===== config.mk =====
export PLATFORM = sky130hd
export DESIGN_NAME = adc_channel_sequencer
export DESIGN_NICKNAME = d
export VERILOG_FILES = /design/src/rtl/adc_channel_sequencer.sv
export SDC_FILE = /design/constraint.sdc
export NUM_CORES = 1
export LEC_CHECK = 0
export BUFFER_PORTS_ARGS = -buffer_cell sky130_fd_sc_hd__buf_2
export CAP_MARGIN = 30
export CORE_MARGIN = 2
export CORE_UTILIZATION = 50
export DETAILED_ROUTE_END_ITERATION = 12
export PLACE_DENSITY = 0.7
export SYNTH_ARGS = -nofsm -noshare
export SYNTH_HDL_FRONTEND = slang
export SYNTH_SLANG_ARGS = --single-unit

===== constraint.sdc =====
create_clock -name clk_i -period 2.8 [get_ports clk_i]
set_clock_uncertainty 0.2 [all_clocks]
set_input_delay 0.14 -clock clk_i [delete_from_list [all_inputs] [get_ports clk_i]]
set_output_delay 0.14 -clock clk_i [all_outputs]
set_load 0.005 [all_outputs]

===== src/rtl/adc_channel_sequencer.sv =====
// adc_channel_sequencer: schedules single conversions on a 4-channel SPI ADC.
// Periodic all-channel scans and level-held per-channel requests are merged,
// served round-robin one channel at a time through the read engine, and the
// latest sample of every channel is kept in ch_data_o.
module adc_channel_sequencer #(
   parameter int NUM_CH      = 4,
   parameter int DATA_W      = 12,
   parameter int SCAN_PERIOD = 50000,
   parameter int TIMEOUT     = 16384,
   localparam int CH_W       = (NUM_CH > 1) ? $clog2(NUM_CH) : 1
) (
   input  logic                     clk_i,
   input  logic                     rst_ni,
   input  logic                     scan_en_i,
   input  logic [NUM_CH-1:0]        req_i,
   output logic [NUM_CH-1:0]        ack_o,
   output logic                     conv_start_o,
   output logic [CH_W-1:0]          conv_ch_o,
   input  logic                     conv_busy_i,
   input  logic                     conv_done_i,
   input  logic [DATA_W-1:0]        conv_data_i,
   output logic                     result_valid_o,
   output logic [CH_W-1:0]          result_ch_o,
   output logic [DATA_W-1:0]        result_data_o,
   output logic [NUM_CH*DATA_W-1:0] ch_data_o,
   output logic                     scan_miss_o,
   output logic                     err_timeout_o
);

   localparam int SCAN_W = (SCAN_PERIOD > 1) ? $clog2(SCAN_PERIOD) : 1;
   localparam int TMO_W  = $clog2(TIMEOUT + 1);

   localparam logic [SCAN_W-1:0] SCAN_LAST = SCAN_W'(SCAN_PERIOD - 1);
   localparam logic [TMO_W-1:0]  TMO_LAST  = TMO_W'(TIMEOUT - 1);
   localparam logic [CH_W-1:0]   RR_INIT   = CH_W'(NUM_CH - 1);

   localparam logic [2:0] IDLE  = 3'd0;
   localparam logic [2:0] GRANT = 3'd1;
   localparam logic [2:0] START = 3'd2;
   localparam logic [2:0] WAIT  = 3'd3;
   localparam logic [2:0] STORE = 3'd4;

   logic [2:0]               state_q, state_d;
   logic [SCAN_W-1:0]        scanCnt_q;
   logic [NUM_CH-1:0]        scanPend_q;
   logic [CH_W-1:0]          rrLast_q;
   logic [CH_W-1:0]          convCh_q;
   logic                     reqHit_q;
   logic [TMO_W-1:0]         timer_q;
   logic [DATA_W-1:0]        sample_q;
   logic                     convStart_q;
   logic [NUM_CH-1:0]        ack_q;
   logic                     resultValid_q;
   logic [CH_W-1:0]          resultCh_q;
   logic [DATA_W-1:0]        resultData_q;
   logic [NUM_CH*DATA_W-1:0] chData_q;
   logic                     scanMiss_q;
   logic                     errTimeout_q;

   logic                     scanTick;
   logic                     timeoutHit;
   logic [NUM_CH-1:0]        pending;
   logic [NUM_CH-1:0]        clrMask;
   logic                     grantFound;
   logic [CH_W-1:0]          grantCh;

   // A requester sees ack in the same cycle the FSM is back in IDLE, so that
   // channel's req is masked for one cycle; only a req still held after the
   // ack cycle counts as a fresh request.
   assign scanTick   = scan_en_i && (scanCnt_q == SCAN_LAST);
   assign timeoutHit = (state_q == WAIT) && !conv_done_i && (timer_q == TMO_LAST);
   assign pending    = (req_i & ~ack_q) | scanPend_q;
   assign clrMask    = ((state_q == STORE) || timeoutHit) ? (NUM_CH'(1) << convCh_q) : '0;

   // Round-robin search for the first pending channel after the last grant
   always_comb begin
      logic [CH_W-1:0] cand;
      cand       = '0;
      grantFound = 1'b0;
      grantCh    = '0;
      for (int i = 1; i <= NUM_CH; i++) begin
         cand = CH_W'((int'(rrLast_q) + i) % NUM_CH);
         if (!grantFound && pending[cand]) begin
            grantFound = 1'b1;
            grantCh    = cand;
         end
      end
   end

   // Next-state logic; a conv_done in the last allowed cycle beats the timeout
   always_comb begin
      state_d = state_q;
      case (state_q)
         IDLE:    if (|pending) state_d = GRANT;
         GRANT:   state_d = grantFound ? START : IDLE;
         START:   if (!conv_busy_i) state_d = WAIT;
         WAIT: begin
            if (conv_done_i)             state_d = STORE;
            else if (timer_q == TMO_LAST) state_d = IDLE;
         end
         STORE:   state_d = IDLE;
         default: state_d = IDLE;
      endcase
   end

   // Scan timer and pending-scan bits; a tick re-arms every channel and flags
   // an overrun if the previous pass still had channels outstanding
   always_ff @(posedge clk_i or negedge rst_ni) begin
      if (!rst_ni) begin
         scanCnt_q  <= '0;
         scanPend_q <= '0;
         scanMiss_q <= 1'b0;
      end else begin
         if (!scan_en_i || (scanCnt_q == SCAN_LAST)) scanCnt_q <= '0;
         else                                         scanCnt_q <= scanCnt_q + SCAN_W'(1);
         scanPend_q <= scanTick ? '1 : (scanPend_q & ~clrMask);
         scanMiss_q <= scanTick && (|scanPend_q);
      end
   end

   // FSM state plus every registered output and datapath register
   always_ff @(posedge clk_i or negedge rst_ni) begin
      if (!rst_ni) begin
         state_q       <= IDLE;
         rrLast_q      <= RR_INIT;
         convCh_q      <= '0;
         reqHit_q      <= 1'b0;
         timer_q       <= '0;
         sample_q      <= '0;
         convStart_q   <= 1'b0;
         ack_q         <= '0;
         resultValid_q <= 1'b0;
         resultCh_q    <= '0;
         resultData_q  <= '0;
         chData_q      <= '0;
         errTimeout_q  <= 1'b0;
      end else begin
         state_q       <= state_d;
         convStart_q   <= 1'b0;
         ack_q         <= '0;
         resultValid_q <= 1'b0;
         errTimeout_q  <= 1'b0;
         case (state_q)
            GRANT: begin
               if (grantFound) begin
                  convCh_q <= grantCh;
                  rrLast_q <= grantCh;
                  reqHit_q <= req_i[grantCh];
               end
            end
            START: begin
               if (!conv_busy_i) begin
                  convStart_q <= 1'b1;
                  timer_q     <= '0;
               end
            end
            WAIT: begin
               if (conv_done_i)              sample_q     <= conv_data_i;
               else if (timer_q == TMO_LAST) errTimeout_q <= 1'b1;
               else                          timer_q      <= timer_q + TMO_W'(1);
            end
            STORE: begin
               resultValid_q    <= 1'b1;
               resultCh_q       <= convCh_q;
               resultData_q     <= sample_q;
               ack_q[convCh_q]  <= reqHit_q;
               for (int n = 0; n < NUM_CH; n++) begin
                  if (int'(convCh_q) == n) chData_q[n*DATA_W +: DATA_W] <= sample_q;
               end
            end
            default: ;
         endcase
      end
   end

   assign ack_o          = ack_q;
   assign conv_start_o   = convStart_q;
   assign conv_ch_o      = convCh_q;
   assign result_valid_o = resultValid_q;
   assign result_ch_o    = resultCh_q;
   assign result_data_o  = resultData_q;
   assign ch_data_o      = chData_q;
   assign scan_miss_o    = scanMiss_q;
   assign err_timeout_o  = errTimeout_q;

endmodule


==> out/metrics.cfg, run 1 <==
[cts]
cts_made_buffers=17
clock_sinks=125
htreeDepth=4
cts_buffer_depth=2
clkTransAtPathRegs_ns=0.06
root_buffer=clkbuf_8
clk_latency_ns=0.51
tritoncts=yes
post-cts-setup-buffers=0

[logic_synthesis]
postSynthCellCount=426
synth_area_leaders=dfrtp_1, mux2_2, nor2_1, nand2_1, nand3_1
synth_cell_type_count=46
syn_area_per_cell_um2=12.5
synth_warnings=0
synth_edf_count=0
synth_nets=449
synth_seq_cells=125
synth_top_area_share_pct=58.0
seq_area_frac_synth_pct=59.0
synthFlopType=dfrtp_1
async_reset_ff_share_pct=100
syn_area_um2=5310
synth_top_area_cell=dfrtp_1

[floorplan]
initial_core_util_pct=51.4
die_h_um=107
die-area_um2=11500
boundaryPins=93
die-width_um=107
core-area_um2=10300
fp-row-count=37

[timing]
rsz0062_at_grt=no
setup_tns_ns=0
tightest_slew_ns=0.618
hold_viol=0
fin_crit_sh_pct=94.3
setup_viol=0
drv_slew=0
period_minus_slack_ns=2.64
max_freq_mhz=379
slew_headroom_pct=58.6

[power]
power.density_nw_per_um2=944
ir_drop_v=0.000714
p_total_mw=6.38
p_leak_nw=3.37

[run]
drv_cap=0

[drt]
wl_per_cell_um=16.9
via_count=3818
drc_errors=0
drt-total-wl_mm=11.9
ant_nets=0
drt_iter0_drc=163
vias_per_cell=5.43
dr.pass1.iters=4

[global_route]
grtUsageMet3_pct=7.23
grt_pass1_vias=3885
grt_pass1_wl_mm=19.4
grtUsageTotal_pct=22.1
gr-total-overflow=0
grtUsageMet2_pct=36.4
antenna_found_initial=0
use_met1_pct=27.5
grt_max_degree=47
busiest_layer=met2

[final_layout]
area_growth_pct=27.4
antenna_cells=0
nNetsFinal=578
drive_gt1_share_pct=37.4

[critical_path]
r2r-end=reqHit_q
worst-r2r-setup-slack_ns=0.16
crit_end=reqHit_q
required_ns=2.98
crit_path_end_kind=flop
timing.rr.start=ack_o[0]
r2r_cells=6
crit_start=ack_o[0]
worstPathArrival_ns=2.82
startpoint_type=flop
path_max_fanout=3
crit_type=flop to flop

[placement]
dpl.hpwl_mm=7.89
portBuffers=92
gp_congestion=0.846

[run_status]
status=finished, final reports clean

[worst_hold_path]
hold_class=primary input to flop

synth_stat cells, drive strengths merged, types with 7 or more instances:
library cell  instances
buf                   7
nand3                18
and3                  7
inv                  14
xor2                  7
dfrtp               123
xnor2                 9
clkbuf                7
nor2                 29
nand2                28
and2                  8
a21oi                 9
mux2                 74
a211oi                8
area by class of cell:
class | instances | area [um^2]
Inverter | 14 | 52.6
Clock inverter | 12 | 138
Clock buffer | 19 | 432
Multi-Input combinational cell | 273 | 2050
Tap cell | 136 | 170
Timing Repair Buffer | 124 | 781
Sequential cell | 125 | 3130
Fill cell | 811 | 3570
per-stage QoR:
step	hold slack (ns)	instance area [um^2]	std cells	util (%)	setup slack [ns]
CTS	0.0945	6760	703	65.5	0.163
finish	0.119	6760	703	65.5	0.160
global placement	-0.0579	5960	650	57.7	0.590
floorplan	-0.356	5310	426	-	0.660
global route	0.152	6760	703	65.5	0.0312
detailed placement	-0.0569	5960	650	57.7	0.515
flip-flops by register name, indices dropped and copies added, names as in the netlist:
name            cells
ack_o               4
ch_data_o          48
conv_ch_o           2
conv_start_o        1
err_timeout_o       1
reqHit_q            1
result_ch_o         2
result_data_o      12
result_valid_o      1
rrLast_q            2
sample_q           12
scanCnt_q          16
scanPend_q          4
scan_miss_o         1
state_q             3
timer_q            15
placed cells by master, fill, tap and decap left out, types with 4 or more instances in the layout:
cell / instances
a211oi_1: 8
a21oi_1: 9
and2_1: 8
and3_1: 7
buf_2: 91
buf_4: 10
clkbuf_16: 16
dfrtp_1: 123
dlygate4sd3_1: 21
inv_1: 14
inv_6: 4
mux2_2: 74
nand2_1: 28
nand2b_1: 5
nand3_1: 18
nand4_1: 6
nor2_1: 29
nor2b_1: 4
nor3_1: 4
o211ai_1: 6
o21ai_0: 6
o31ai_1: 4
or4_1: 6
xnor2_1: 9
xor2_1: 7
how the worst min path moves through the flow:
stage	cells after the start	startpoint	to	slack (ns)
finish	4	req_i[2]	conv_ch_o[1]	0.12
floorplan	0	rst_ni	ack_o[0]	-0.36
global placement	1	rst_ni	scanCnt_q[9]	-0.06
CTS	4	req_i[2]	conv_ch_o[1]	0.09
global route	4	req_i[2]	conv_ch_o[1]	0.15
detailed placement	1	rst_ni	scanCnt_q[9]	-0.06
critical path: stages (launching register included):
cell and delay (ns):
dfrtp_1 0.39, nor2b_1 0.19, o21ai_0 0.16, a221o_1 0.41
a211o_1 0.26, dlygate4sd3_1 0.56, a221o_1 0.35
report_power, final:
| group | internal [mW] | leakage [nW] | switching (mW) |
|---|---|---|---|
| logic | 0.818 | 1.44 | 0.680 |
| registers | 2.36 | 1.66 | 0.440 |
| clock network | 1.29 | 0.275 | 0.788 |
| total | 4.47 | 3.37 | 1.91 |
repair_timing:
item / in CTS / in global routing
hold endpoints to repair: 150 / 0
hold buffers: 22 / 0
resized for setup: 0 / 0
setup endpoints to repair: 0 / 0
layer usage:
metal  share of wire (%)  wire, um  vias to the layer above
met1                  43      5080                     1915
met5                   0         0                        -
met4                 1.3       152                        0
met3                 5.5       653                       14
li1                    -         -                     1784
met2                  51      6020                      105
cell families (layout without fill, tap and decap cells):
| logic type | Yosys count | count (layout) | synth area share (%) |
|---|---|---|---|
| flip-flops | 125 | 125 | 59.0 |
| AND/OR/NAND/NOR | 129 | 129 | 12.9 |
| XOR/XNOR | 16 | 16 | 2.64 |
| adder cells (fa/ha/maj) | 2 | 2 | 0.472 |
| multiplexers | 76 | 76 | 16.1 |
| AO/OA/AOI/OAI | 50 | 50 | 6.67 |
| buffers and inverters | 28 | 169 | 2.26 |
No activity file was read; power rests on OpenSTA's default activity.
==> run 2: changes to the inputs <==
CORE_UTILIZATION = 40   (was 50)
PLACE_DENSITY = 0.57   (was 0.7)
==> out/metrics.cfg, run 2 (synthesis gave the netlist of run 1 again) <==
[placement]
gp_congestion=0.767  ; -9.4%
portBuffers=92  ; unchanged
dpl.hpwl_mm=7.95  ; +0.69%
place_area_um2=6020  ; +1.0%

[worst_hold_path]
hold_class=primary input to asynchronous set/reset pin

[critical_path]
crit_path_max_incr_delay_ns=0.43  ; -0.13 ns
r2r-end=timer_q[13]
timing.rr.start=timer_q[0]
required_ns=2.92  ; -0.06 ns
r2r_cells=6  ; unchanged
worst-r2r-setup-slack_ns=0.49  ; +0.33 ns
startpoint_type=flop
crit_path_end_kind=flop
worstPathArrival_ns=2.43  ; -0.39 ns
critical_path_buf_inv_count=0  ; -1
crit_family=compound AO/OA/AOI/OAI gates
crit_chain=ha_1, and3_1, and3_1, a211o_1, a2111o_1, o21ai_0
path_max_fanout=8  ; +5
crit_slowest_cell=a2111o_1
crit_type=flop to flop
crit_top_cell=and3_1

[cts]
clock_sinks=125  ; unchanged
clkTransAtPathRegs_ns=0.06  ; about the same
cts-resized-gates=0  ; unchanged
tritoncts=yes
htreeDepth=4  ; unchanged
cts_buffer_depth=2  ; unchanged
cts_made_buffers=17  ; unchanged
root_buffer=clkbuf_16
clk_latency_ns=0.42  ; -0.09 ns

[floorplan]
die-width_um=119  ; +11%
initial_core_util_pct=40.5  ; -11 points
fp-row-count=42  ; +14%
die_h_um=119  ; +11%
core-area_um2=13100  ; +27%
die-area_um2=14200  ; +24%
boundaryPins=93  ; unchanged

[power]
p_total_mw=6.41  ; +0.40%
p_sw_mw=1.90  ; -0.50%
p_seq_share_pct=43.5  ; -0.4 points
combPwrFrac_pct=22.7  ; -0.8 points
p_leak_nw=3.36  ; -0.30%
ir_drop_v=0.000507  ; -29%
p_clk_share_pct=33.7  ; +1.1 points
switching_share_pct=29.6  ; -0.27 points
p_int_mw=4.51  ; +0.78%
power.density_nw_per_um2=946  ; +0.16%

[drt]
wl_per_cell_um=15.9  ; -6.4%
via_count=3741  ; -2.0%
dr.pass1.iters=4  ; unchanged
drt_iter0_drc=161  ; -1.2%
drt-total-wl_mm=11.7  ; -1.6%
drc_errors=0  ; unchanged
vias_per_cell=5.06  ; -6.8%
ant_nets=0  ; unchanged

[final_layout]
final_common_cell=dfrtp_1
area_growth_pct=27.7
layout_common_cells=dfrtp_1, buf_2, mux2_2, nor2_1, nand2_1
antenna_cells=0  ; unchanged
largest_register_ffs=48  ; unchanged
nNetsFinal=573  ; -0.87%
final_area_um2=6770  ; +0.24%
drive_gt1_share_pct=37.5  ; +0.088 points
fill_cells=1139  ; +40%

[global_route]
gr-total-overflow=0  ; unchanged
grt_pass1_wl_mm=19.2  ; -1.1%
antenna_found_initial=0  ; unchanged
grt_max_degree=61  ; +30%
grt_pass1_vias=3703  ; -4.7%
grtUsageTotal_pct=17.5  ; -4.6 points

[run]
drv_cap=0  ; unchanged

[timing]
setup_tns_ns=0  ; unchanged
period_minus_slack_ns=2.31  ; -0.326 ns
tightest_slew_ns=0.656  ; +0.0375 ns
setup_viol=0  ; unchanged
slew_headroom_pct=56.1  ; -2.5 points
hold_viol=0  ; unchanged
rsz0062_at_grt=no
max_freq_mhz=432  ; +14%
fin_crit_sh_pct=82.6  ; -12 points
drv_slew=0  ; unchanged

[run_status]
status=finished, final reports clean

-- run 2: what timing repair did --
action,CTS,global route
hold buffers,17,0
buffers inserted,0,0
endpoints found under the hold margin,146,0
-- run 2: layout make-up --
class                      instances  area (um^2)  share of cell area, %
sequential                       125         3130                   46.2
multi-input combinational        273         2050                   30.3
timing repair buffer             119          733                   10.8
clock buffer                      20          447                   6.59
tap                              176          220                   3.25
clock inverter                    12          136                   2.01
inverter                          14         52.6                  0.776
-- run 2: worst max path at each step --
stage               start          end  slack (ns)  cells past startpoint
2_1_floorplan  timer_q[0]   timer_q[7]        0.66                      6
3_3_place_gp   timer_q[0]   timer_q[6]        0.58                      6
3_5_place_dp   timer_q[0]   timer_q[8]        0.53                      6
4_1_cts        timer_q[0]  timer_q[13]        0.48                      6
5_1_grt        timer_q[0]  timer_q[13]        0.37                      6
6_report       timer_q[0]  timer_q[13]        0.49                      6
-- run 2: power by group through the flow --
stage / clock (mW) / combinational (mW) / sequential, mW
after floorplan: 0 / 0.799 / 2.75
after global placement: 0 / 1.43 / 2.78
after detailed placement: 0 / 1.46 / 2.81
after CTS: 2.21 / 1.49 / 2.79
after global routing: 2.30 / 1.61 / 2.88
final: 2.16 / 1.46 / 2.79
-- run 2: per-stage QoR --
step / hold WS (ns) / std cells / worst slack [ns] / util, %
6_report: 0.00158 / 739 / 0.486 / 51.8
5_1_grt: 0.0148 / 739 / 0.366 / 51.8
4_1_cts: 0.00438 / 739 / 0.484 / 51.8
3_5_place_dp: -0.0993 / 690 / 0.530 / 46.0
3_3_place_gp: -0.106 / 690 / 0.576 / 46.0
2_1_floorplan: -0.356 / 426 / 0.660 / -
-- run 2: per-layer routing --
layer  GRT usage (%)  share of wire (%)
met3            7.71                6.5
met1            21.8                 44
met2            27.4                 48
met5               0                  0
met4            5.80                1.1
==> run 3: changes to the inputs <==
ABC_AREA = 1   (was not set)
PLACE_DENSITY = 0.59   (was 0.57)
clock period = 2 ns   (was 2.8 ns; I/O delays follow)
==> out/metrics.cfg, run 3 <==
[cts]
root_buffer=clkbuf_16
htreeDepth=4  ; unchanged
tritoncts=yes
cts_buffer_depth=2  ; unchanged
cts_made_buffers=17  ; unchanged
clk_latency_ns=0.41  ; about the same
clkTransAtPathRegs_ns=0.06  ; about the same
clock_sinks=125  ; unchanged

[timing]
fin_crit_sh_pct=98.4  ; +16 points
worst_slack_ns=0.0311  ; -0.455 ns
timing.hold.ws_ns=0.0684  ; +0.0668 ns
period_minus_slack_ns=1.97  ; -0.345 ns
tightest_slew_ns=0.752  ; +0.0961 ns
setup_tns_ns=0  ; unchanged
rsz0062_at_grt=yes
max_freq_mhz=508  ; +18%
setup_viol=0  ; unchanged
hold_viol=0  ; unchanged
slew_headroom_pct=49.7  ; -6.4 points
drv_slew=0  ; unchanged

[power]
ir_drop_v=0.000831  ; +64%
power.density_nw_per_um2=1310  ; +39%
p_leak_nw=3.68  ; +9.5%

[floorplan]
fp-row-count=43  ; +2.4%
die-width_um=122  ; +2.2%
die_h_um=122  ; +2.2%
boundaryPins=93  ; unchanged
die-area_um2=14800  ; +4.4%
initial_core_util_pct=40.4  ; -0.11 points
core-area_um2=13700  ; +4.8%

[critical_path]
crit_path_max_incr_delay_ns=0.65  ; +0.22 ns
crit_type=flop to flop
startpoint_type=flop
worstPathArrival_ns=2.07  ; -0.36 ns
critical_path_buf_inv_count=1  ; +1
required_ns=2.10  ; -0.82 ns
crit_chain=inv_4, nand3_2, nand2_1, nand2_1, nand2_4, nand2_4, nand2_4, nand2_4, nand2_2, nand2_1, nand3_1, nand3_1, nand2_1
crit_path_end_kind=flop
path_max_fanout=8  ; unchanged
crit_slowest_cell=dfstp_2
crit_family=simple AND/OR/NAND/NOR gates

[logic_synthesis]
syn_area_per_cell_um2=8.96  ; -28%
synth.most_common_cell=nand2_1
synth_area_leaders=dfrtp_1, nand2_1, o21ai_0, inv_1, nand3_1
seq_area_frac_synth_pct=56.4  ; -2.6 points
synth_top_area_share_pct=55.5  ; -2.5 points
synth_top_area_cell=dfrtp_1
synth_warnings=0  ; unchanged
synth_cell_type_count=35  ; -24%
synth_edf_count=0  ; unchanged
synth_seq_cells=125  ; unchanged
synth_nets=642  ; +43%
synth_common_cells=nand2_1, dfrtp_1, o21ai_0
synthFlopType=dfrtp_1
async_reset_ff_share_pct=100  ; unchanged
syn_area_um2=5550  ; +4.6%
postSynthCellCount=619  ; +45%

[final_layout]
drive_gt1_share_pct=29.0  ; -8.5 points
layout_common_cells=nand2_1, dfrtp_1, buf_2, o21ai_0, inv_1
stdcell_count=950  ; +29%
largest_register_ffs=48  ; unchanged
multiInputGateArea_um2=2260  ; +9.9%
area_growth_pct=33.3
final_util_pct=53.9  ; +2.1 points
fill_cells=1255  ; +10%
final_common_cell=nand2_1
regArea_um2=3130  ; unchanged
nNetsFinal=780  ; +36%
antenna_cells=0  ; unchanged

[global_route]
gr-total-overflow=0  ; unchanged
grt_max_degree=48  ; -21%
antenna_found_initial=0  ; unchanged
grt_pass1_wl_mm=22.6  ; +18%
grt_pass1_vias=4530  ; +22%
grtUsageTotal_pct=19.7  ; +2.2 points

[worst_hold_path]
hold_class=primary input to asynchronous set/reset pin

[placement]
dpl.hpwl_mm=9.89  ; +24%
portBuffers=92  ; unchanged
gp_congestion=0.868  ; +13%
place_ws_ns=0.0278  ; -0.503 ns
dp.cells=890  ; +29%

[drt]
drc_errors=0  ; unchanged
drt_iter0_drc=323  ; +100%
vias_per_cell=4.97  ; -1.9%
ant_nets=0  ; unchanged
via_count=4720  ; +26%
wl_per_cell_um=15.0  ; -5.4%
dr.pass1.iters=5  ; +1
drt-total-wl_mm=14.2  ; +22%

[run]
drv_cap=0  ; unchanged

[run_status]
status=finished, final reports clean

[run 3: cell count changes after synthesis, sizes merged, moves of 8 or more]
cell | previous run | this run
o21ai | 6 | 87
nor3 | 4 | 14
and2 | 8 | 0
nand3 | 18 | 41
inv | 14 | 65
nor2 | 29 | 38
a211oi | 8 | 0
nand2 | 28 | 177
mux2 | 74 | 0
xnor2 | 9 | 0
[run 3: routing by layer]
layer	vias up	track usage (%)	wire, um
met1	2260	24.8	6140
met3	24	6.88	943
met4	0	5.53	172
li1	2296	-	-
met5	-	0	0
met2	140	32.3	6980
[run 3: tightest hold or removal path, stage by stage]
cell and delay, ns:
dlygate4sd3_1 0.54, buf_4 0.17, buf_12 0.24
[run 3: cells by family (layout without fill, tap and decap cells)]
| family | count (synthesis) | count (layout) | share of synthesized area (%) |
|---|---|---|---|
| compound gates | 104 | 104 | 10.7 |
| fa+ha+maj | 2 | 2 | 0.451 |
| xor+xnor | 11 | 11 | 1.74 |
| buf+inv | 82 | 233 | 6.22 |
| simple gates | 295 | 295 | 24.4 |
| flops | 125 | 125 | 56.4 |
[run 3: area by class of cell]
class | count | share of cell area, %
Inverter | 65 | 3.40
Timing Repair Buffer | 136 | 12.3
Clock buffer | 18 | 5.94
Multi-Input combinational cell | 412 | 30.5
Clock inverter | 14 | 2.45
Sequential cell | 125 | 42.3
Tap cell | 180 | 3.05
[run 3: what timing repair did]
action                                 in CTS  in global routing
hold buffers                               21                  0
endpoints found under the hold margin     163                  0
setup buffers                               0                  7
setup endpoints to repair                   0                 16
gates resized for setup                     0                 49
[run 3: report_power, final]
part	leakage (nW)	internal, mW	switching [mW]	total, mW
Sequential	1.65	3.19	0.396	3.59
Clock	0.295	2.01	1.19	3.21
Combinational	1.73	1.08	1.82	2.89
[run 3: final timing paths]
path                                 from             to  slack [ns]  cells after the start
setup reg to reg              rrLast_q[0]       reqHit_q        0.03                     13
hold / removal                     rst_ni     timer_q[8]        0.07                      3
setup / recovery              rrLast_q[0]       reqHit_q        0.03                     13
min in group clk_i         conv_data_i[9]    sample_q[9]        0.24                      4
max in group asynchronous          rst_ni  scanCnt_q[11]        0.39                      3
hold reg to reg             ch_data_o[15]  ch_data_o[15]        0.28                      2
[run 3: stage by stage]
| step | cell area, um^2 | power (mW) |
|---|---|---|
| floorplan | 5550 | 5.08 |
| global placement | 6320 | 6.11 |
| detailed placement | 6320 | 6.21 |
| CTS | 7150 | 9.49 |
| global route | 7390 | 10.3 |
| finish | 7390 | 9.69 |
